===== config.mk =====
export PLATFORM = sky130hd
export DESIGN_NAME = scoreboard_register_file
export DESIGN_NICKNAME = d
export VERILOG_FILES = /design/src/rtl/kakacpu_pkg.sv /design/src/rtl/scoreboard_register_file_pending_counter.sv /design/src/rtl/scoreboard_register_file.sv
export SDC_FILE = /design/constraint.sdc
export NUM_CORES = 2
export LEC_CHECK = 0
export ABC_AREA = 0
export BUFFER_PORTS_ARGS = -buffer_cell sky130_fd_sc_hd__buf_2
export CORE_UTILIZATION = 54
export DETAILED_ROUTE_END_ITERATION = 10
export PLACE_DENSITY = 0.81
export SLEW_MARGIN = 40
export SYNTH_ARGS = -nofsm -noshare
export SYNTH_HDL_FRONTEND = slang
export SYNTH_SLANG_ARGS = --single-unit

===== constraint.sdc =====
create_clock -name clk -period 10.1 [get_ports clk]
set_input_delay 1.01 -clock clk [delete_from_list [all_inputs] [get_ports clk]]
set_output_delay 1.01 -clock clk [all_outputs]
set_load 0.02 [all_outputs]

===== src/rtl/kakacpu_pkg.sv =====
// kakacpu_pkg: constants and types shared by the kakacpu decode/execute blocks.
//   OPERAND_WIDTH             - integer register / operand width
//   REGISTER_DESCRIPTOR_WIDTH - architectural register address width
//   PENDING_WIDTH             - default width of a per-register pending counter
//   pending_t                 - pending counter type at the default width
package kakacpu_pkg;

    localparam int OPERAND_WIDTH             = 32;
    localparam int REGISTER_DESCRIPTOR_WIDTH = 5;
    localparam int PENDING_WIDTH             = 2;

    typedef logic [PENDING_WIDTH-1:0] pending_t;

endpackage


===== src/rtl/scoreboard_register_file_pending_counter.sv =====
// pending_counter: saturating up/down counter of outstanding writes to one register.
//   clk, rst   - clock, asynchronous active-low reset
//   inc, dec   - count up / count down; both together leave the count unchanged
//   count      - current number of outstanding writes
//   max        - count is at its saturation value
module pending_counter #(
    parameter int WIDTH = 2
) (
    input  logic             clk,
    input  logic             rst,
    input  logic             inc,
    input  logic             dec,
    output logic [WIDTH-1:0] count,
    output logic             max
);

    assign max = (count == '1);

    always_ff @(posedge clk or negedge rst) begin
        if (!rst) begin
            count <= '0;
        end else if (inc && !dec && !max) begin
            count <= count + WIDTH'(1);
        end else if (dec && !inc && (count != '0)) begin
            count <= count - WIDTH'(1);
        end
    end

endmodule


===== src/rtl/scoreboard_register_file.sv =====
// scoreboard_register_file: integer register file with a per-register count of
// in-flight writes. Issue is held off until every used source operand has no
// outstanding write (or is being written back with its last one, when bypass
// is enabled) and the destination counter has room.
//   clk, rst              - clock, asynchronous active-low reset
//   issue_valid/ready     - decode handshake; ready is combinational
//   rs_addr/rs_used       - per-port source address and operand-needed flag
//   rs_data               - per-port operand value (x0 reads 0)
//   rd_write/rd_addr      - destination of the presented instruction
//   wb_valid/addr/data    - write-back strobe, never stalled
//   busy                  - bit r set while register r has outstanding writes
//   wb_error              - one-cycle pulse after a write-back with nothing pending
module scoreboard_register_file
    import kakacpu_pkg::*;
#(
    parameter int DATA_WIDTH    = OPERAND_WIDTH,
    parameter int REG_COUNT     = 32,
    parameter int ADDR_WIDTH    = REGISTER_DESCRIPTOR_WIDTH,
    parameter int READ_PORTS    = 2,
    parameter int PENDING_WIDTH = kakacpu_pkg::PENDING_WIDTH,
    parameter int BYPASS        = 1
) (
    input  logic                             clk,
    input  logic                             rst,
    input  logic                             issue_valid,
    output logic                             issue_ready,
    input  logic [READ_PORTS*ADDR_WIDTH-1:0] rs_addr,
    input  logic [READ_PORTS-1:0]            rs_used,
    output logic [READ_PORTS*DATA_WIDTH-1:0] rs_data,
    input  logic                             rd_write,
    input  logic [ADDR_WIDTH-1:0]            rd_addr,
    input  logic                             wb_valid,
    input  logic [ADDR_WIDTH-1:0]            wb_addr,
    input  logic [DATA_WIDTH-1:0]            wb_data,
    output logic [REG_COUNT-1:0]             busy,
    output logic                             wb_error
);

    logic [DATA_WIDTH-1:0]    regs [REG_COUNT];
    logic [PENDING_WIDTH-1:0] pend [REG_COUNT];
    logic [REG_COUNT-1:0]     pend_max;

    logic                     issue_fire;
    logic                     wb_legal;
    logic                     wb_illegal;
    logic                     ops_ready;
    logic                     dest_ok;
    logic [ADDR_WIDTH-1:0]    rs;
    logic                     byp;

    // x0 has no counter; it is permanently idle.
    assign pend[0]     = '0;
    assign pend_max[0] = 1'b0;

    for (genvar r = 1; r < REG_COUNT; r++) begin : g_cnt
        logic inc;
        logic dec;

        assign inc = issue_fire && rd_write && (rd_addr == ADDR_WIDTH'(r));
        assign dec = wb_legal && (wb_addr == ADDR_WIDTH'(r));

        pending_counter #(
            .WIDTH (PENDING_WIDTH)
        ) u_cnt (
            .clk   (clk),
            .rst   (rst),
            .inc   (inc),
            .dec   (dec),
            .count (pend[r]),
            .max   (pend_max[r])
        );
    end

    assign wb_legal   = wb_valid && (wb_addr != '0) && (pend[wb_addr] != '0);
    assign wb_illegal = wb_valid && (wb_addr != '0) && (pend[wb_addr] == '0);

    // A saturated destination can still accept when a legal write-back to the
    // same register frees a slot in the same cycle.
    assign dest_ok = !rd_write || (rd_addr == '0) || !pend_max[rd_addr] ||
                     (wb_legal && (wb_addr == rd_addr));

    assign issue_ready = ops_ready && dest_ok;
    assign issue_fire  = issue_valid && issue_ready;

    always_comb begin
        ops_ready = 1'b1;
        rs_data   = '0;
        rs        = '0;
        byp       = 1'b0;
        for (int unsigned i = 0; i < READ_PORTS; i++) begin
            rs  = rs_addr[i*ADDR_WIDTH +: ADDR_WIDTH];
            // Forward only the last outstanding write; earlier ones are stale.
            byp = (BYPASS != 0) && wb_valid && (wb_addr == rs) &&
                  (pend[rs] == PENDING_WIDTH'(1));
            if (rs_used[i] && (rs != '0) && (pend[rs] != '0) && !byp) begin
                ops_ready = 1'b0;
            end
            if (rs == '0) begin
                rs_data[i*DATA_WIDTH +: DATA_WIDTH] = '0;
            end else if (byp) begin
                rs_data[i*DATA_WIDTH +: DATA_WIDTH] = wb_data;
            end else begin
                rs_data[i*DATA_WIDTH +: DATA_WIDTH] = regs[rs];
            end
        end
    end

    always_comb begin
        busy = '0;
        for (int unsigned r = 0; r < REG_COUNT; r++) begin
            busy[r] = (pend[r] != '0);
        end
    end

    always_ff @(posedge clk or negedge rst) begin
        if (!rst) begin
            for (int unsigned r = 0; r < REG_COUNT; r++) begin
                regs[r] <= '0;
            end
        end else if (wb_legal) begin
            regs[wb_addr] <= wb_data;
        end
    end

    always_ff @(posedge clk or negedge rst) begin
        if (!rst) begin
            wb_error <= 1'b0;
        end else begin
            wb_error <= wb_illegal;
        end
    end

endmodule


==> results.py <==
metrics = {
    "run_status": {
        "status": "complete, no violations",
    },
    "synthesis": {
        "synth_area_mm2": 0.0610,
        "synth_top_flop_cell": "dfrtp_1",
        "netlist_instances": 4525,
        "synth_cell_types": 76,
        "synthTopCellsByArea": "dfrtp_1 (45%), mux4_2 (25%), mux2_2 (10%)",
        "synth_edf_count": 0,
        "syn_avg_cell_area_um2": 13.5,
        "synth_seq_cells": 1087,
        "synth_top_area_share_pct": 44.6,
        "synth_nets": 4584,
        "seq_area_frac_synth_pct": 44.6,
        "ys_async_sr_fraction_pct": 100,
        "ys_warn_count": 0,
        "synth_area_leader_cell": "dfrtp_1",
    },
    "detailed_routing": {
        "vias_per_cell": 7.00,
        "drt-wirelength-per-cell_um": 30.7,
        "routed_wirelength_um": 184000,
        "drt_first_iter_violations": 5808,
        "drc_errors": 0,
        "first_pass_iters": 7,
        "vias": 41960,
        "ant_nets": 0,
    },
    "critical_path": {
        "r2r-end": "g_cnt[19].u_cnt.count[0]",
        "crit_path_max_incr_delay_ns": 0.68,
        "critPathArrivalTime_ns": 4.97,
        "cp_slowest_cell": "buf_6",
        "worst-r2r-cell-count": 11,
        "r2r-start": "g_cnt[14].u_cnt.count[1]",
        "cp.required_ns": 9.09,
        "cp-end-kind": "output pin",
        "reg2reg_setup_slack_ns": 6.14,
        "critPathLaunchType": "primary input",
        "cp_top_family": "buffers and inverters",
        "cp_cell_sequence": "buf_4 > buf_6 > mux4_2 > o211ai_1 > nand2_1 > a21oi_1 > o221a_2 > nand2_4 > inv_4 > buf_2",
        "critPathKind": "in -> out",
        "crit_fanout": 55,
        "path_buf_inv": 4,
    },
    "power_and_ir_drop": {
        "comb_power_share_pct": 22.0,
        "p_leak_nw": 30.8,
        "p_seq_share_pct": 44.1,
        "p_clk_share_pct": 33.9,
        "p_sw_mw": 3.85,
        "internal-power_mw": 9.31,
        "switching_share_pct": 29.2,
        "power_density_mw_per_mm2": 197,
        "power_mw": 13.2,
        "max-vdd-ir-drop_v": 0.000155,
    },
    "clocking": {
        "post_cts_buffers": 0,
        "htree_levels": 3,
        "ctsRootBufferMaster": "clkbuf_16",
        "cts_max_path_buffers": 3,
        "cts_sinks": 1087,
        "cts_hold_buffers": 0,
        "clk_latency_ns": 0.70,
        "cts_tree": "built",
        "numCtsBuffers": 113,
        "cts_resized": 0,
        "clk_pin_slew_ns": 0.06,
    },
    "layout": {
        "layout.cells.most_common": "dfrtp_1",
        "area_delta_synth_final_pct": 9.72,
        "final_cell_area_mm2": 0.0669,
        "layout.nets": 4467,
        "final_cell_mix": "dfrtp_1 (1087), nand2_1 (745), mux4_2 (668)",
        "drive_gt1_share_pct": 39.6,
        "finalNonFillerCells": 5994,
    },
    "sta": {
        "rsz0062_at_grt": "false",
        "drv_slew": 0,
        "slew_headroom_pct": 38.4,
        "holdWs_ns": 0.161,
        "tns_ns": 0,
        "finalSetupViolCount": 0,
        "fin_crit_ns": 5.98,
        "finalCritPeriodShare_pct": 59.2,
        "tightestPinTransition_ns": 0.925,
        "fmax_ghz": 0.167,
        "worst_clock_skew_ns": 0.0277,
        "hold_viol": 0,
    },
    "grt": {
        "grt_pass1_vias": 43563,
        "grt_overflow": 0,
        "grt_max_degree": 157,
        "antenna_found_initial": 4,
        "grt_usage_pct": 32.3,
        "grt_pass1_wl_um": 278000,
    },
    "run": {
        "max-cap-violations": 0,
    },
    "worst_hold_path": {
        "min_path_type": "in -> async",
    },
    "floorplan": {
        "core.rowCount": 122,
        "die-height_um": 338,
        "io_pins": 157,
        "start_util_pct": 54.8,
        "dieWidth_um": 338,
        "coreArea_mm2": 0.111,
        "die_area_mm2": 0.114,
    },
    "placed_design": {
        "io_buffers": 155,
        "gp_congestion": 0.961,
        "dp_hpwl_um": 103000,
        "dp_cells": 5775,
        "dpl-instance-area_mm2": 0.0627,
    },
}
## cell type report
cell class,instances,area [um2]
Inverter,27,106
Sequential cell,1087,27200
Timing Repair Buffer,246,2100
Tap cell,1488,1860
Clock inverter,58,732
Fill cell,7931,44300
Multi-Input combinational cell,2933,31700
Antenna cell,3,7.51
Clock buffer,152,3260
## metrics by stage
stage / util [%] / setup WS [ns]
after global placement: 55.9 / 3.81
final: 60.2 / 4.12
after floorplan: - / 5.43
after CTS: 60.0 / 3.89
after global routing: 60.1 / 3.93
after detailed placement: 56.4 / 3.90
## registers in the layout, indices dropped and copies added, names as in the netlist
name and cells:
regs 1024, g_cnt.u_cnt.count 62, wb_error 1
## worst register-to-register path: cells and delay by family, from the launching register on
family | cells | cell delay [ns]
mux | 1 | 0.47
buf+inv | 2 | 0.97
compound gates | 1 | 0.12
flops | 1 | 0.48
simple gates | 7 | 1.82
## worst max-delay path by stage
stage / end / start / slack, ns / cells past startpoint
final: issue_ready / rs_addr[7] / 4.12 / 10
after floorplan: rs_data[33] / rs_addr[6] / 5.43 / 12
after detailed placement: rs_data[30] / rs_addr[0] / 3.90 / 10
after CTS: rs_data[1] / rs_addr[0] / 3.89 / 10
after global placement: issue_ready / rs_addr[7] / 3.81 / 10
after global routing: rs_data[1] / rs_addr[0] / 3.93 / 11
## power by group through the flow
stage	Sequential (mW)	Clock (mW)	Combinational (mW)
detailed placement	5.82	0	2.85
CTS	5.76	4.48	2.88
global placement	5.74	0	2.75
floorplan	5.55	0	2.22
finish	5.80	4.47	2.90
global route	5.88	4.65	3.08
## synthesized netlist by cell type, types with 5 or more instances
library cell / instances
buf_2: 121
nor3b_1: 7
mux2_4: 29
dfrtp_1: 1087
a21oi_1: 93
mux4_2: 668
buf_4: 26
nand2b_1: 15
nor2_1: 179
nor4_1: 11
o211a_1: 6
nand3_4: 6
xor2_1: 15
and3_1: 18
inv_1: 24
a22oi_1: 5
buf_1: 49
or2_2: 30
nand4_1: 14
nand2_1: 752
nand3_1: 37
xnor2_1: 29
o2111ai_1: 13
mux2_2: 555
clkbuf_1: 254
nor3_1: 24
buf_6: 27
mux2i_1: 83
and2_1: 18
o211ai_1: 18
o21ai_0: 24
mux2_1: 189
nor2b_1: 17
a221oi_1: 5
## metal layers
| metal | vias to the layer above | global-route usage, % | routed length (um) | share of wire (%) |
|---|---|---|---|---|
| li1 | 16554 | - | - | - |
| met1 | 21943 | 42.5 | 66500 | 36 |
| met2 | 2774 | 50.0 | 86000 | 47 |
| met3 | 689 | 7.93 | 20400 | 11 |
| met4 | 0 | 17.0 | 11000 | 6.0 |
| met5 | - | 0 | 0 | 0 |
## cells by family (layout without fill, tap and decap cells)
group | count (synthesis) | count (layout) | share of synthesized area [%]
muxes | 1524 | 1524 | 40.5
and+or+nand+nor | 1156 | 1156 | 8.17
DFF | 1087 | 1087 | 44.6
buffers and inverters | 505 | 483 | 3.85
AOI/OAI and AO/OA | 206 | 206 | 2.21
xor gates and xnor gates | 46 | 46 | 0.706
other | 1 | 4 | 0.00615
(Power assumes the default switching activity.)
